### config.mk
export PLATFORM = sky130hd
export DESIGN_NAME = serial_logic_unit
export DESIGN_NICKNAME = d
export VERILOG_FILES = /design/src/rtl/serial_logic_unit.sv
export SDC_FILE = /design/constraint.sdc
export NUM_CORES = 1
export LEC_CHECK = 0
export ABC_CLOCK_PERIOD_IN_PS = 1900
export CAP_MARGIN = 20
export CORE_MARGIN = 1
export CORE_UTILIZATION = 45
export CTS_BUF_LIST = sky130_fd_sc_hd__clkbuf_4 sky130_fd_sc_hd__clkbuf_8
export DETAILED_ROUTE_END_ITERATION = 12
export DONT_BUFFER_PORTS = 1
export MAX_ROUTING_LAYER = met4
export SLEW_MARGIN = 20
export SYNTH_ARGS = -nofsm -noshare
export SYNTH_HDL_FRONTEND = slang
export SYNTH_SLANG_ARGS = --single-unit
export TNS_END_PERCENT = 30
### constraint.sdc
create_clock -name clk -period 1.9 [get_ports clk]
set_input_delay 0.19 -clock clk [delete_from_list [all_inputs] [get_ports clk]]
set_output_delay 0.19 -clock clk [all_outputs]
set_load 0.05 [all_outputs]
### src/rtl/serial_logic_unit.sv
// Serial bitwise logic unit: applies AND/OR/XOR/XNOR to two operands CHUNK bits per cycle, LSB first.
// Optional feature macro: SLU_PARITY_EN adds the parity output (XOR-reduction of the completed result).
module serial_logic_unit #(
  parameter int WIDTH = 6,
  parameter int CHUNK = 2
) (
  input  logic             clk,
  input  logic             rst_n,
  input  logic             start,
  input  logic [1:0]       op,
  input  logic [WIDTH-1:0] x,
  input  logic [WIDTH-1:0] y,
  output logic             busy,
  output logic             done,
  output logic [WIDTH-1:0] result,
  output logic             zero
`ifdef SLU_PARITY_EN
  ,
  output logic             parity
`endif
);

  localparam int N     = WIDTH / CHUNK;
  localparam int CNT_W = (N > 1) ? $clog2(N) : 1;
  localparam logic [CNT_W-1:0] LAST = CNT_W'(N - 1);

  typedef enum logic [1:0] {IDLE, RUN, DONE} state_t;

  state_t           state, state_nxt;
  logic [CNT_W-1:0] cnt;
  logic [WIDTH-1:0] x_p0, y_p0;
  logic [1:0]       op_p0;
  logic [WIDTH-1:0] result_nxt;
  logic             accept;
  logic             last_chunk;
  int               base;

  function automatic logic [CHUNK-1:0] apply_op(input logic [1:0] o,
                                                input logic [CHUNK-1:0] a,
                                                input logic [CHUNK-1:0] b);
    case (o)
      2'b00:   apply_op = a & b;
      2'b01:   apply_op = a | b;
      2'b10:   apply_op = a ^ b;
      default: apply_op = ~(a ^ b);
    endcase
  endfunction

  assign last_chunk = (cnt == LAST);
  assign busy       = (state == RUN);
  assign done       = (state == DONE);

  always_comb begin
    state_nxt = state;
    accept    = 1'b0;
    case (state)
      IDLE, DONE: begin
        if (start) begin
          accept    = 1'b1;
          state_nxt = RUN;
        end else begin
          state_nxt = IDLE;
        end
      end
      RUN:     if (last_chunk) state_nxt = DONE;
      default: state_nxt = IDLE;
    endcase
  end

  // Next result: current chunk replaced with the operation on the latched operand bits
  always_comb begin
    base       = int'(cnt) * CHUNK;
    result_nxt = result;
    result_nxt[base +: CHUNK] = apply_op(op_p0, x_p0[base +: CHUNK], y_p0[base +: CHUNK]);
  end

  always_ff @(posedge clk or negedge rst_n) begin
    if (!rst_n) begin
      state  <= IDLE;
      cnt    <= '0;
      x_p0   <= '0;
      y_p0   <= '0;
      op_p0  <= '0;
      result <= '0;
      zero   <= 1'b0;
`ifdef SLU_PARITY_EN
      parity <= 1'b0;
`endif
    end else begin
      state <= state_nxt;
      if (accept) begin
        x_p0   <= x;
        y_p0   <= y;
        op_p0  <= op;
        result <= '0;
        cnt    <= '0;
      end else if (state == RUN) begin
        result <= result_nxt;
        cnt    <= cnt + 1'b1;
        // Flags take the final value so they are valid together with done
        if (last_chunk) begin
          zero <= ~|result_nxt;
`ifdef SLU_PARITY_EN
          parity <= ^result_nxt;
`endif
        end
      end
    end
  end

endmodule

==> results of run 1 <==
-- layout make-up --
cell class	count	area [um2]	area share, %
multi-input cells	82	684	40.5
well taps	31	38.8	2.29
clock buffers	3	22.5	1.33
clock inverters	1	5.00	0.296
inverters	8	30.0	1.78
repair buffers	33	283	16.7
flip-flops and latches	25	627	37.1
-- cells in the final DEF, fill, tap and decap left out, types with 2 or more instances in the layout --
master         synthesis  routed
a21oi_2                0       4
o21ai_0                8       7
o21bai_1               3       3
mux2i_1                6       6
buf_4                  0      17
clkbuf_4               0       3
ha_1                   9       7
nand4_1                2       2
a21oi_1                7       3
mux2_2                15      15
nand2_1               10      10
dfrtp_1               25      24
dlygate4sd3_1          0      15
nor2_1                 7       6
inv_1                  7       6
nor2b_1                3       3
-- layer usage --
metal	vias to the layer above	GRT usage [%]	part of all wire (%)
met4	0	7.67	1.1
met5	-	-	0
li1	476	-	-
met3	4	5.53	6.5
met1	466	20.5	41
met2	36	32.1	51
-- state kept, by name (all words and copies together), names as in the netlist --
register and cells:
result 6, zero 1, x_p0 6, cnt 2
y_p0 6, op_p0 2, state 2
-- worst min-delay path, cell delays in order --
cell and delay [ns]:
nor2b_1 0.10, buf_4 0.21, o21bai_1 0.18
-- metrics by stage --
step                      setup WS [ns]  setup TNS [ns]  hold slack [ns]  utilization (%)
after floorplan                  0.0422               0           -0.106                -
after global placement          -0.0465         -0.0521           -0.105             51.6
after detailed placement         -0.106          -0.352           -0.105             51.6
after CTS                       0.00636               0         0.000455             57.8
after global routing            -0.0420         -0.0420            0.386             60.8
final                            0.0680               0            0.383             60.8
-- report_power, final --
group | switching [uW] | total (uW) | internal, uW
combinational | 974 | 1810 | 839
clock | 155 | 234 | 78.9
sequential | 236 | 1010 | 778
total | 1360 | 3060 | 1700
-- path summary, 6_finish.rpt --
kind / to / slack [ns] / cells after the start
setup reg to reg: zero / 0.07 / 6
max in group asynchronous: cnt[1] / 1.11 / 2
hold / removal: state[0] / 0.38 / 3
setup / recovery: zero / 0.07 / 6
hold reg to reg: y_p0[0] / 0.52 / 1
min in group asynchronous: result[1] / 0.39 / 2
-- timing repair --
| action | 4_1_cts | 5_1_grt |
|---|---|---|
| hold buffers | 13 | 3 |
| setup buffers | 2 | 2 |
| pin swaps | 0 | 3 |
| endpoints found under the hold margin | 37 | 27 |
| setup endpoints to repair | 7 | 7 |
| resized for setup | 2 | 11 |
-- cells by family after synthesis --
logic type | synth area share [%]
AND/OR/NAND/NOR | 10.4
flip-flops | 47.1
AO/OA/AOI/OAI | 10.9
multiplexers | 17.2
buffers and inverters | 4.61
adder cells (fa/ha/maj) | 8.47
XOR/XNOR | 1.32
==> run summary, run 1 <==
PwrDens = 1810 mW/mm2
CTS sink count = 25
CTS H-tree lvls = 1
Seq/Total Area, Yosys = 47.1%
max incr delay on CP = 0.50 ns
fin cells = 183
period utilization = 96.4%
Avg Inst Size Synth = 11.1 um2
synth warn = 0
worst-path cell chain = mux2i_1, o22a_2, ha_1, xor2_1, a21oi_2, a311o_1
mapped cell area = 0.00133 mm2
Slew @ Worst Pin = 0.544 ns
diode count = 0
area grow syn2layout = 27.2%
Via density = 5.37
Initial DRC Count = 28
core footprint = 0.00278 mm2
most common cell in the synthesized netlist = dfrtp_1
layout filler cell count = 233
CTS tree = done
endpoint class of the critical path = flip-flop
Post-Syn Instances = 120
Congestion Overflow GR = 0
Routed WL = 2490 um
Synth Register Bits = 25
Crit path buffers/inverters = 0
max cap viols = 0
Final min period = 1.83 ns
Slew headroom = 63.7%
placed insts = 159
die width = 56.3 um
hold_sp = start
Post-Syn Nets = 146
Root Buffer = clkbuf_4
Final setup viols = 0
first-pass GRT wire length = 4440 um
wire per inst = 13.6 um
Max Root-Sink Buffers = 2
post-synth top area share = 47.1%
worst hold path class = primary input to flip-flop
Die ar. = 0.00317 mm2
CTS Buf Count = 3
WP data arrival = 2.06 ns
number of enable flip-flop cells after synthesis = 0
Final GP Congestion = 0.901
total power = 3060 uW
FMAX = 0.546 GHz
Total GRT Usage = 18.8%
number of core rows = 19
FFs w/ async S/R, synth = 100%
layout cell share with drive strength beyond 1 = 33.6%
Area after DPL = 0.00143 mm2
CP top delay family = compound AO/OA/AOI/OAI gates
Synth top cells by count = dfrtp_1, mux2_2, nand2_1
WP data required = 2.12 ns
design area = 0.00169 mm2
die height = 56.3 um
Remaining DRCs = 0
RSZ-0062 raised after global routing = true
CP Class = flip-flop to flip-flop
max-slew violation count = 0
Clock Skew = 0.00819 ns
nets = 179
crit path launch type = flip-flop
top_reg_cell synth = dfrtp_1
DR pass1 iterations = 4
HPWL after detailed placement = 1770 um
Distinct cells, synth = 27
worst reg2reg path startpoint = cnt[1]
final hold viol count = 0
Pleak = 0.000775 uW
largest cells by area after synthesis = dfrtp_1, mux2_2, ha_1
Initial Util = 47.8%
Routed Antenna Nets = 0
crit path max-delay cell type = dfrtp_2
leading area contributor after synthesis = dfrtp_1
vias in the first global route = 1034
via count = 982
initial antenna violation count = 0
outcome = finished, final reports clean
Port Buf Inserts = 0
Clock Latency Late Sink = 0.32 ns
pin count of the biggest net entering global routing = 26
critical path launch point = cnt[1]
Worst VDD drop = 1470 uV
crit-path max FO = 7
I/O Pins = 26
clock transition at the registers of the reported paths = 0.13 ns
No activity file was read; power rests on OpenSTA's default activity.
==> run 2, diff against run 1 <==
ABC_CLOCK_PERIOD_IN_PS = unset   (was 1900)
CAP_MARGIN = unset   (was 20)
MAX_ROUTING_LAYER = unset   (was met4)
==> run 2 against run 1 <==
Non-clock buffer count stayed put. Register-to-register slack hardly changed. Sequential power hardly changed. Global-route usage is 0.52 points lower. Critical endpoint unchanged. Via count stayed put. Flip-flop and latch count stayed put. First-iteration DRC count is 11% higher. Combinational power hardly changed. Worst setup slack hardly changed. Power hardly changed.
==> run summary, run 2 (synthesized netlist as in run 1, its figures left out) <==
outcome = finished, final reports clean (unchanged)
max incr delay on CP = 0.50 ns (about the same)
Pleak = 0.000775 uW (unchanged)
hold_sp = start (unchanged)
layout cell share with drive strength beyond 1 = 33.6% (unchanged)
Max Root-Sink Buffers = 2 (unchanged)
Slew headroom = 63.7% (about the same)
crit path launch type = flip-flop (unchanged)
max-slew violation count = 0 (unchanged)
Via density = 5.37 (unchanged)
max cap viols = 0 (unchanged)
I/O Pins = 26 (unchanged)
commonest cells after routing, fill and taps aside = dfrtp_1, buf_4, mux2_2, dlygate4sd3_1, nand2_1 (unchanged)
Initial Util = 47.8% (unchanged)
core footprint = 0.00278 mm2 (unchanged)
Clock Skew = 0.00820 ns (was 0.00819 ns)
critical path launch point = cnt[1] (unchanged)
CTS tree = done (unchanged)
worst reg2reg path startpoint = cnt[1] (unchanged)
area of the multi-input gates = 684 um2 (unchanged)
DR pass1 iterations = 4 (unchanged)
Largest regs = result (6), x_p0 (6), y_p0 (6) (unchanged)
pin count of the biggest net entering global routing = 26 (unchanged)
number of core rows = 19 (unchanged)
Clock Latency Late Sink = 0.32 ns (about the same)
worst hold path class = primary input to flip-flop (unchanged)
crit-path max FO = 7 (unchanged)
PwrDens = 1810 mW/mm2 (about the same)
WP data arrival = 2.06 ns (about the same)
initial antenna violation count = 0 (unchanged)
HPWL after detailed placement = 1770 um (unchanged)
CP Class = flip-flop to flip-flop (unchanged)
most common cell after layout, fill and taps aside = dfrtp_1 (unchanged)
FMAX = 0.546 GHz (about the same)
Final GP Congestion = 0.886 (was 0.901)
CTS Buf Count = 3 (unchanged)
Congestion Overflow GR = 0 (unchanged)
die width = 56.3 um (unchanged)
diode count = 0 (unchanged)
Total GRT Usage = 18.3% (was 18.8%)
Worst VDD drop = 1470 uV (about the same)
CTS H-tree lvls = 1 (unchanged)
period utilization = 96.4% (about the same)
worst-path cell chain = mux2i_1, o22a_2, ha_1, xor2_1, a21oi_2, a311o_1 (unchanged)
Worst Hold Margin = 0.384 ns (was 0.383 ns)
Initial DRC Count = 31 (was 28)
Die ar. = 0.00317 mm2 (unchanged)
clock transition at the registers of the reported paths = 0.13 ns (about the same)
Final min period = 1.83 ns (about the same)
endpoint class of the critical path = flip-flop (unchanged)
layout filler cell count = 233 (unchanged)
vias in the first global route = 1033 (was 1034)
crit path max-delay cell type = dfrtp_2 (unchanged)
CTS sink count = 25 (unchanged)
die height = 56.3 um (unchanged)
WP data required = 2.12 ns (about the same)
FF+latch area = 627 um2 (unchanged)
total power = 3060 uW (about the same)
Port Buf Inserts = 0 (unchanged)
Routed WL = 2500 um (was 2490 um)
nets = 179 (unchanged)
wire per inst = 13.6 um (about the same)
RSZ-0062 raised after global routing = true (unchanged)
via count = 982 (unchanged)
Final setup viols = 0 (unchanged)
Slew @ Worst Pin = 0.544 ns (about the same)
Remaining DRCs = 0 (unchanged)
final hold viol count = 0 (unchanged)
pre-CTS WS = -0.106 ns (unchanged)
first-pass GRT wire length = 4440 um (unchanged)
area grow syn2layout = 27.2% (unchanged)
Routed Antenna Nets = 0 (unchanged)
Root Buffer = clkbuf_4 (unchanged)
post-route setup slack = 0.0678 ns (was 0.0680 ns)
==> run 2: cell counts in the layout (fill, tap and decap cells not counted) <==
Identical to the previous run, type by type.
==> run 2: power by group <==
group / switching, uW / total [uW] / internal [uW] / leakage, uW
combinational: 974 / 1810 / 839 / 0.000450
clock: 155 / 234 / 78.9 / 0.0000177
sequential: 235 / 1010 / 778 / 0.000307
total: 1360 / 3060 / 1700 / 0.000775
==> run 2: layout make-up <==
| class | instances | area share (%) |
|---|---|---|
| Clock inverter | 1 | 0.296 |
| Sequential cell | 25 | 37.1 |
| Inverter | 8 | 1.78 |
| Timing Repair Buffer | 33 | 16.7 |
| Multi-Input combinational cell | 82 | 40.5 |
| Tap cell | 31 | 2.29 |
| Clock buffer | 3 | 1.33 |
==> run 2: path summary, 6_finish.rpt <==
check	end	slack (ns)	cells after the start
max	zero	0.07	6
min	state[0]	0.38	3
max reg2reg	zero	0.07	6
min reg2reg	y_p0[0]	0.52	1
max in group asynchronous	cnt[1]	1.11	2
min in group asynchronous	result[1]	0.39	2
==> run 2: layer usage <==
layer	wire length [um]	part of all wire, %	GRT usage, %	up-vias
li1	-	-	-	476
met1	1020	41	20.2	466
met2	1280	51	32.1	36
met5	0	0	0	-
met4	28	1.1	7.67	0
met3	169	6.8	5.99	4
==> run 2: worst max-delay path: cells and delay by family, from the launching register on <==
kind / cells / cell delay, ns
AOI/OAI and AO/OA: 3 / 0.65
DFF: 1 / 0.50
adders and majority gates: 1 / 0.30
xor gates and xnor gates: 1 / 0.16
muxes: 1 / 0.14
==> run 2: what timing repair did <==
action	in CTS	in global routing
hold endpoints to repair	37	27
buffers inserted	2	2
pin swaps	0	3
setup endpoints to repair	7	7
resized for setup	2	11
hold buffers	13	3
==> run 2: through the flow <==
step | std cells | instance area [um2] | setup TNS (ns) | util [%]
2_1_floorplan | 120 | 1330 | 0 | -
3_3_place_gp | 159 | 1430 | -0.0521 | 51.6
4_1_cts | 178 | 1610 | 0 | 57.8
6_report | 183 | 1690 | 0 | 60.8
5_1_grt | 183 | 1690 | -0.0420 | 60.8
3_5_place_dp | 159 | 1430 | -0.352 | 51.6
